**src/rtl/legup_write_buffer.sv**
```systemverilog
// legup_write_buffer
//
// Posted-write buffer between the write-through cache's Avalon master and the
// DDR2 memory interface. Single-word cache stores are absorbed into a small
// FIFO so the cache can return to idle at once. Cache-line read bursts are
// only issued once every buffered write has been retired, which keeps reads
// ordered behind earlier writes.
//
// Ports
//   clk, reset               rising-edge clock, asynchronous active-high reset
//   avs_*                    Avalon slave side, driven by the cache
//     avs_address/byteenable/writedata/write   posted write command
//     avs_read/burstcount                      read burst command
//     avs_beginbursttransfer                   accepted but unused
//     avs_readdata/readdatavalid               forwarded read beats
//     avs_waitrequest                          stall back to the cache
//   avm_*                    Avalon master side, towards memory
//     avm_address/byteenable/burstcount        command fields (mux of FIFO head
//                                              or captured read command)
//     avm_write/writedata                      retiring FIFO head
//     avm_read/beginbursttransfer              read command
//     avm_readdata/readdatavalid/waitrequest   memory responses and stall
module legup_write_buffer #(
  parameter int unsigned DATA_WIDTH  = 32,
  parameter int unsigned ADDR_WIDTH  = 32,
  parameter int unsigned BURST_WIDTH = 3,
  parameter int unsigned DEPTH       = 4
) (
  input  logic                      clk,
  input  logic                      reset,

  input  logic [ADDR_WIDTH-1:0]     avs_address,
  input  logic [DATA_WIDTH/8-1:0]   avs_byteenable,
  input  logic                      avs_read,
  input  logic                      avs_write,
  input  logic [DATA_WIDTH-1:0]     avs_writedata,
  input  logic                      avs_beginbursttransfer,
  input  logic [BURST_WIDTH-1:0]    avs_burstcount,
  output logic [DATA_WIDTH-1:0]     avs_readdata,
  output logic                      avs_readdatavalid,
  output logic                      avs_waitrequest,

  input  logic [DATA_WIDTH-1:0]     avm_readdata,
  input  logic                      avm_readdatavalid,
  input  logic                      avm_waitrequest,
  output logic [ADDR_WIDTH-1:0]     avm_address,
  output logic                      avm_beginbursttransfer,
  output logic [BURST_WIDTH-1:0]    avm_burstcount,
  output logic [DATA_WIDTH/8-1:0]   avm_byteenable,
  output logic                      avm_read,
  output logic                      avm_write,
  output logic [DATA_WIDTH-1:0]     avm_writedata
);

  localparam int unsigned BE_WIDTH = DATA_WIDTH / 8;
  localparam int unsigned PTR_W    = $clog2(DEPTH);
  localparam int unsigned CNT_W    = PTR_W + 1;

  typedef enum logic [1:0] {
    IDLE       = 2'd0,
    READ_ISSUE = 2'd1,
    READ_WAIT  = 2'd2
  } state_t;

  state_t state;
  state_t state_next;

  // ---------------------------------------------------------------------------
  // Write FIFO storage and bookkeeping
  // ---------------------------------------------------------------------------
  logic [ADDR_WIDTH-1:0] fifo_addr [DEPTH];
  logic [BE_WIDTH-1:0]   fifo_be   [DEPTH];
  logic [DATA_WIDTH-1:0] fifo_data [DEPTH];

  logic [PTR_W-1:0] wr_ptr;
  logic [PTR_W-1:0] rd_ptr;
  logic [CNT_W-1:0] count;

  logic full;
  logic empty;
  logic push;
  logic pop;

  logic [ADDR_WIDTH-1:0] head_addr;
  logic [BE_WIDTH-1:0]   head_be;
  logic [DATA_WIDTH-1:0] head_data;

  // ---------------------------------------------------------------------------
  // Captured read command
  // ---------------------------------------------------------------------------
  logic [ADDR_WIDTH-1:0]  rd_addr;
  logic [BURST_WIDTH-1:0] rd_burst;
  logic [BE_WIDTH-1:0]    rd_be;
  logic [BURST_WIDTH-1:0] beat_count;
  logic                   issue_first;

  logic read_accept;
  logic last_beat;

  // Burst start marker from the cache carries no information here; the read
  // command is fully described by avs_read and avs_burstcount.
  logic unused_begin;
  assign unused_begin = avs_beginbursttransfer;

  // Full/empty come from the registered count only, never from this cycle's
  // push/pop, so a pop cannot open a slot for a same-cycle push.
  assign full  = (count == CNT_W'(DEPTH));
  assign empty = (count == '0);

  assign head_addr = fifo_addr[rd_ptr];
  assign head_be   = fifo_be[rd_ptr];
  assign head_data = fifo_data[rd_ptr];

  assign push = avs_write & ~full;
  assign pop  = avm_write & ~avm_waitrequest;

  // A read is taken only with nothing buffered and no competing write; on a
  // simultaneous read/write the write wins and the read keeps stalling.
  assign read_accept = (state == IDLE) & avs_read & empty & ~avs_write;

  assign last_beat = (state == READ_WAIT) & avm_readdatavalid &
                     ((beat_count + BURST_WIDTH'(1)) == rd_burst);

  // ---------------------------------------------------------------------------
  // FIFO registers
  // ---------------------------------------------------------------------------
  always_ff @(posedge clk or posedge reset) begin
    if (reset) begin
      wr_ptr <= '0;
      rd_ptr <= '0;
      count  <= '0;
      // Entries are cleared too so the idle head (and thus avm_address)
      // reads as zero straight out of reset.
      for (int unsigned i = 0; i < DEPTH; i++) begin
        fifo_addr[i] <= '0;
        fifo_be[i]   <= '0;
        fifo_data[i] <= '0;
      end
    end else begin
      if (push) begin
        fifo_addr[wr_ptr] <= avs_address;
        fifo_be[wr_ptr]   <= avs_byteenable;
        fifo_data[wr_ptr] <= avs_writedata;
        wr_ptr            <= wr_ptr + PTR_W'(1);
      end
      if (pop) begin
        rd_ptr <= rd_ptr + PTR_W'(1);
      end
      case ({push, pop})
        2'b10:   count <= count + CNT_W'(1);
        2'b01:   count <= count - CNT_W'(1);
        default: count <= count;
      endcase
    end
  end

  // ---------------------------------------------------------------------------
  // Read command capture and beat counting
  // ---------------------------------------------------------------------------
  always_ff @(posedge clk or posedge reset) begin
    if (reset) begin
      rd_addr     <= '0;
      rd_burst    <= '0;
      rd_be       <= '0;
      beat_count  <= '0;
      issue_first <= 1'b0;
    end else begin
      if (read_accept) begin
        rd_addr     <= avs_address;
        rd_burst    <= avs_burstcount;
        rd_be       <= '1;
        beat_count  <= '0;
        issue_first <= 1'b1;
      end else if (state == READ_ISSUE) begin
        // Begin-burst is a single pulse even if memory stalls the command.
        issue_first <= 1'b0;
      end

      // Beats arriving outside READ_WAIT are not counted.
      if ((state == READ_WAIT) && avm_readdatavalid) begin
        beat_count <= beat_count + BURST_WIDTH'(1);
      end
    end
  end

  // ---------------------------------------------------------------------------
  // Read FSM: state register
  // ---------------------------------------------------------------------------
  always_ff @(posedge clk or posedge reset) begin
    if (reset) begin
      state <= IDLE;
    end else begin
      state <= state_next;
    end
  end

  // ---------------------------------------------------------------------------
  // Read FSM: next state
  // ---------------------------------------------------------------------------
  always_comb begin
    state_next = state;
    unique case (state)
      IDLE: begin
        if (read_accept) state_next = READ_ISSUE;
      end
      READ_ISSUE: begin
        if (!avm_waitrequest) state_next = READ_WAIT;
      end
      READ_WAIT: begin
        if (last_beat) state_next = IDLE;
      end
      default: state_next = IDLE;
    endcase
  end

  // ---------------------------------------------------------------------------
  // Read FSM: outputs and command mux
  // ---------------------------------------------------------------------------
  always_comb begin
    avm_read               = 1'b0;
    avm_write              = 1'b0;
    avm_beginbursttransfer = 1'b0;
    avm_address            = head_addr;
    avm_burstcount         = BURST_WIDTH'(1);
    avm_byteenable         = head_be;
    unique case (state)
      IDLE: begin
        avm_write = ~empty;
      end
      READ_ISSUE: begin
        avm_read               = 1'b1;
        avm_beginbursttransfer = issue_first;
        avm_address            = rd_addr;
        avm_burstcount         = rd_burst;
        avm_byteenable         = rd_be;
      end
      READ_WAIT: begin
        avm_write = 1'b0;
      end
      default: begin
        avm_write = 1'b0;
      end
    endcase
  end

  assign avm_writedata = head_data;

  // ---------------------------------------------------------------------------
  // Slave-side stall and read data forwarding
  // ---------------------------------------------------------------------------
  always_comb begin
    avs_waitrequest = 1'b0;
    if (avs_write) begin
      avs_waitrequest = full;
    end else if (avs_read) begin
      avs_waitrequest = (state != IDLE) | ~empty;
    end
  end

  assign avs_readdata      = avm_readdata;
  assign avs_readdatavalid = avm_readdatavalid;

endmodule

```
**config.mk**
```make
export PLATFORM = sky130hd
export DESIGN_NAME = legup_write_buffer
export DESIGN_NICKNAME = d
export VERILOG_FILES = /design/src/rtl/legup_write_buffer.sv
export SDC_FILE = /design/constraint.sdc
export NUM_CORES = 1
export LEC_CHECK = 0
export CAP_MARGIN = 10
export CORE_ASPECT_RATIO = 1.1
export CORE_MARGIN = 1.5
export CORE_UTILIZATION = 45
export DETAILED_ROUTE_END_ITERATION = 7
export HOLD_SLACK_MARGIN = 0.12
export PLACE_DENSITY = 0.69
export RECOVER_POWER = 25
export SLEW_MARGIN = 15
export SYNTH_ARGS = -nofsm -noshare
export SYNTH_HDL_FRONTEND = slang
export SYNTH_SLANG_ARGS = --single-unit
```
**constraint.sdc**
```tcl
create_clock -name clk -period 26.8 [get_ports clk]
set_clock_uncertainty 0.15 [all_clocks]
set_input_delay 5.36 -clock clk [delete_from_list [all_inputs] [get_ports clk]]
set_output_delay 5.36 -clock clk [all_outputs]
set_load 0.02 [all_outputs]
```
==> impl_metrics.tcl, run 1 <==
set metrics [dict create \
    status "finished with violations" \
    violations "max-capacitance violations, max-slew violations" \
    wl_per_cell_um 19.85 \
    pwr-share-comb_pct 45.9 \
    synth_nets 1073 \
    final_common_cell "dfrtp_1" \
    wirelength_um 30050 \
    r2r-start "count[0]$_DFFE_PP0P_" \
    worstPathRequired_ns 21.29 \
    rsz0062_at_grt "no" \
    vias 8046 \
    hold_path_depth 1 \
    root_buffer "clkbuf_16" \
    grt_pass1_vias 8701 \
    area_delta_synth_final_pct 15.98 \
    start_kind "primary input" \
    grt_antenna_before_repair 1 \
    io_buffers 152 \
    seqPwrFrac_pct 35.7 \
    design_area_sq_mm 0.01737 \
    clkTransAtPathRegs_ns 0.06 \
    die_h_um 194.4 \
    crit_type "in -> out" \
    clkLatencyLatePin_ns 0.51 \
    worstMarginPinSlew_ns 5.961 \
    placed_area_sq_mm 0.01640 \
    fin_cells 1514 \
    syn_inst 956 \
    layout_common_cells "dfrtp_1, mux2_2, clkdlybuf4s50_1, nand2_1, mux4_2" \
    critPathArrivalTime_ns 7.01 \
    holdCritPathClass "reg -> reg" \
    swShare_pct 32.35 \
    ys.warnings.count 0 \
    switchingPower_uw 797.6 \
    fin_crit_sh_pct 46.71 \
    first_pass_iters 4 \
    r2r_cells 4 \
    yosysSeqAreaShare_pct 53.63 \
    yosys-top-cells-area "dfrtp_1, mux2_2, mux4_2" \
    antenna_left 0 \
    vias_per_cell 5.314 \
    dp_cells 1454 \
    ir_drop_v 0.00007709 \
    min_to "rd_be[0]$_DFFE_PP0P_" \
    initial_core_util_pct 46.02 \
    netlist.area_leader.share_pct 53.63 \
    p_total_mw 2.466 \
    r2r_end "fifo_addr[96]$_DFFE_PP0P_" \
    synth_area_sq_mm 0.01498 \
    tns_ns 0 \
    drtIter0Drc 331 \
    synth_top_cell_by_area "dfrtp_1" \
    cts_setup_buffers 0 \
    r2r_slack_ns 22.91 \
    dp_hpwl_um 16870 \
    grt_max_degree 187 \
    min_period_ns 12.52 \
    syn_area_per_cell_sq_um 15.67 \
    grt_pass1_wl_um 49110 \
    clock_sinks 321 \
    cts_resized 0 \
    grt.total_usage_pct 18.13 \
    fmax_mhz 79.89 \
    finalSetupViolCount 0 \
    holdBufCountCts 0 \
    die_area_sq_mm 0.03439 \
    met2_usage_pct 29.88 \
    core_sq_mm 0.03255 \
    io_pins 218 \
    numCtsBuffers 36 \
    synth_seq_cells 321 \
    netlist-cell-type-count 37 \
    max_cap_viol_count 5 \
    hp-start "rd_be[0]$_DFFE_PP0P_" \
    cts_max_path_buffers 3 \
    clkPwrFrac_pct 18.4 \
    rows 69 \
    drive_above_1_share_pct 38.82 \
    finalHoldViolCount 0 \
    globalplace.congestion 0.6971 \
    power.internal_mw 1.668 \
    maxSlewViolCount 270 \
    h-tree-depth 2 \
    die_w_um 177.0 \
    busiest_layer "met2" \
    p_per_area_mw_per_mm2 141.9 \
    num-nets-final 1183 \
    overflow 0 \
    leakage_nw 7.643 \
    slew_headroom_pct -297.4 \
    post-route-drc-count 0 \
    grt_use_met3_pct 4.519 \
    cp_max_fo 7 \
    grtUsageMet1_pct 24.18 \
    cp-end-kind "primary output" \
    cts_tree "yes" \
]
metrics by stage:
stage                     hold WS (ns)  util, %  setup WS (ns)
final                           0.3164    53.38          14.28
after global routing            0.3311    53.37          14.21
after CTS                       0.3218    53.72          14.18
after detailed placement        0.3024    50.40          14.18
after global placement          0.2991    50.40          14.20
after floorplan                 0.2846        -          12.41
state kept, by name, indices dropped and copies added, names as in the netlist, 3 cells and up:
register    count
fifo_addr     128
fifo_data     128
rd_addr        32
fifo_be        16
beat_count      3
count           3
rd_burst        3
routing by layer:
metal	share of wire, %	vias to the layer above
met5	0	-
met4	1.4	0
met3	5.5	38
met2	50	148
met1	43	4255
li1	-	3605
power groups by stage:
| stage | combinational [mW] | clock (mW) | sequential, mW |
|---|---|---|---|
| 3_3_place_gp | 1.14 | 0 | 0.877 |
| 5_1_grt | 1.22 | 0.492 | 0.917 |
| 6_report | 1.13 | 0.455 | 0.880 |
| 2_1_floorplan | 0.870 | 0 | 0.820 |
| 3_5_place_dp | 1.16 | 0 | 0.888 |
| 4_1_cts | 1.16 | 0.471 | 0.882 |
Yosys cell counts, drive strengths merged:
cell type	n
o2bb2ai	1
a31o	1
nand2	111
nand3b	1
ha	6
inv	9
mux2	308
clkbuf	15
nor2b	1
xor2	5
a21o	1
o22ai	1
mux2i	1
fa	1
mux4	68
dfrtp	321
nand2b	4
nor2	4
xnor2	3
a311o	1
xnor3	1
and4	1
or3b	1
buf	75
nor3b	2
nor4bb	1
nor3	2
nor4	1
and2	4
nand3	5
area by class of cell:
cell class / instances / area [sq um]
diodes: 1 / 2.502
clock buffers: 55 / 1054
clock inverters: 4 / 27.53
fillers: 2714 / 15170
inverters: 9 / 35.03
multi-input cells: 536 / 6076
flip-flops and latches: 321 / 8040
well taps: 426 / 533.0
repair buffers: 162 / 1605
worst max-delay path, cell delays in order:
cell and delay (ns):
dlygate4sd3_1 0.66, nor2b_1 0.23, o2bb2ai_1 0.14, clkdlybuf4s50_1 0.62
cell families (layout without fill, tap and decap cells):
| kind of cell | Yosys count | count (layout) | synth area share [%] |
|---|---|---|---|
| xor gates and xnor gates | 9 | 9 | 0.6181 |
| other | 0 | 1 | 0 |
| DFF | 321 | 321 | 53.63 |
| muxes | 377 | 377 | 35.45 |
| and+or+nand+nor | 138 | 138 | 4.235 |
| buffers and inverters | 99 | 230 | 5.162 |
| adders and majority gates | 7 | 7 | 0.6348 |
| AOI/OAI and AO/OA | 5 | 5 | 0.2757 |
worst max-delay path by stage:
stage	endpoint	slack, ns	startpoint
2_1_floorplan	beat_count[0]$_DFFE_PP0P_	12.41	reset
3_3_place_gp	avs_waitrequest	14.20	avs_write
3_5_place_dp	avs_waitrequest	14.18	avs_write
4_1_cts	avs_waitrequest	14.18	avs_write
5_1_grt	avs_waitrequest	14.21	avs_write
6_report	avs_waitrequest	14.28	avs_write
Note: power is estimated with default switching activity, not from simulation.
==> run 2, diff against run 1 <==
- PLACE_DENSITY: 0.69 -> 0.72
- clock period: 26.8 -> 11.3 ns (I/O delays scaled with it)
==> run 2 against run 1 <==
Against the previous run:
- the flow still finishes with violations (max-capacitance violations, max-slew violations)
- non-clock buffer count increased by 1
- critical path depth stayed put
- die area did not move
- clock power increased to 2.6 times the previous value
- routed wire length shrank 0.30%
- critical path type unchanged
- highest routed layer unchanged
==> impl_metrics.tcl, run 2 (synthesized netlist as in run 1, its figures left out) <==
set metrics [dict create \
    max_cap_viol_count 2 \
    tns_ns 0 \
    wl_per_cell_um 19.70 \
    cts_tree "yes" \
    cts_max_path_buffers 3 \
    vias 8079 \
    num-nets-final 1185 \
    numCtsBuffers 37 \
    antenna_left 0 \
    clock_sinks 321 \
    maxSlewViolCount 131 \
    slew_headroom_pct -170.8 \
    cpMaxStageDelayCell "dlygate4sd3_1" \
    holdCritPathClass "reg -> reg" \
    p_total_mw 5.993 \
    cp-end-kind "primary output" \
    grt_pass1_wl_um 48800 \
    critPathTopFamily "buffers and inverters" \
    leakage_nw 7.821 \
    h-tree-depth 2 \
    crit_type "in -> out" \
    cts_setup_buffers 0 \
    status "finished with violations" \
    first_pass_iters 4 \
    worstPathRequired_ns 8.89 \
    cpPeakStageDelay_ns 0.74 \
    diodes 0 \
    worstMarginPinSlew_ns 4.039 \
    grt_antenna_before_repair 0 \
    drive_above_1_share_pct 41.55 \
    holdBufCountCts 0 \
    grt_pass1_vias 8777 \
    area_delta_synth_final_pct 17.67 \
    grt.total_usage_pct 17.97 \
    top_regs "fifo_addr x128, fifo_data x128, rd_addr x32" \
    fin_crit_sh_pct 56.94 \
    critPathArrivalTime_ns 4.02 \
    ir_drop_v 0.0001912 \
    core_sq_mm 0.03255 \
    vias_per_cell 5.312 \
    fmax_mhz 155.4 \
    violations "max-capacitance violations, max-slew violations" \
    cp_cell_sequence "dlygate4sd3_1 -> nor2b_1 -> o2bb2ai_1 -> clkdlybuf4s50_1" \
    rows 69 \
    rsz0062_at_grt "no" \
    start_kind "primary input" \
    fin_util_pct 54.15 \
    overflow 0 \
    holdWs_ns 0.3219 \
    dp_hpwl_um 17040 \
    grt_max_degree 174 \
    io_pins 218 \
    die_area_sq_mm 0.03439 \
    globalplace.congestion 0.6975 \
    clkLatencyLatePin_ns 0.51 \
    min_period_ns 6.434 \
    p_per_area_mw_per_mm2 340.0 \
    wirelength_um 29960 \
    layout_common_cells "dfrtp_1, mux2_2, clkdlybuf4s50_1, nand2_1, mux2_4" \
    clkTransAtPathRegs_ns 0.06 \
    finalSetupViolCount 0 \
    initial_core_util_pct 46.02 \
    cp_max_fo 7 \
    die_h_um 194.4 \
    root_buffer "clkbuf_16" \
    die_w_um 177.0 \
    drtIter0Drc 400 \
    post-route-drc-count 0 \
    finalHoldViolCount 0 \
    critPathBufInv 2 \
    io_buffers 152 \
    final_common_cell "dfrtp_1" \
    cts_resized 0 \
]
## run 2: changes by cell type in the layout (fill, tap and decap cells not counted), sizes merged
cell	previous run	this run
bufinv	0	2
diode	1	0
clkbuf	56	55
buf	9	10
clkinv	2	8
## run 2: area by class of cell
class / instances / area [sq um]
fillers: 2644 / 14920
flip-flops and latches: 321 / 8040
multi-input cells: 536 / 6181
repair buffers: 163 / 1613
clock buffers: 54 / 1102
well taps: 426 / 533.0
clock inverters: 12 / 121.4
inverters: 9 / 35.03
## run 2: power breakdown
part           internal, mW  switching [mW]  leakage, nW
clock network         0.724           0.468        0.609
logic                  1.60            1.12         3.38
registers              1.74           0.346         3.83
total                  4.06            1.93         7.82
## run 2: path summary, 6_finish.rpt
path                                 startpoint                      to  slack (ns)  cells after the start
setup / recovery                      avs_write         avs_waitrequest        4.87                      4
hold / removal             rd_be[0]$_DFFE_PP0P_    rd_be[0]$_DFFE_PP0P_        0.32                      1
setup reg to reg           state[0]$_DFFE_PP0P_  rd_addr[1]$_DFFE_PP0P_        7.97                      4
hold reg to reg            rd_be[0]$_DFFE_PP0P_    rd_be[0]$_DFFE_PP0P_        0.32                      1
max in group asynchronous                 reset   rd_ptr[1]$_DFFE_PP0P_        5.53                      3
min in group asynchronous                 reset  rd_addr[2]$_DFFE_PP0P_        3.28                      2
## run 2: metal layers
metal / GRT usage (%) / part of all wire, % / wire [um] / up-vias
met3: 3.462 / 4.3 / 1296 / 40
met4: 4.583 / 1.6 / 467 / 0
met5: 0 / 0 / 0 / -
li1: - / - / - / 3621
met2: 29.83 / 50 / 14880 / 148
met1: 24.17 / 44 / 13320 / 4270
## run 2: per-stage QoR
stage                     instances  setup slack [ns]  cell area (sq um)
after floorplan                 956          0.005382              14980
after global placement         1455             4.906              16410
after detailed placement       1455             4.875              16410
after CTS                      1521             4.871              17640
after global routing           1521             4.776              17630
final                          1521             4.866              17630
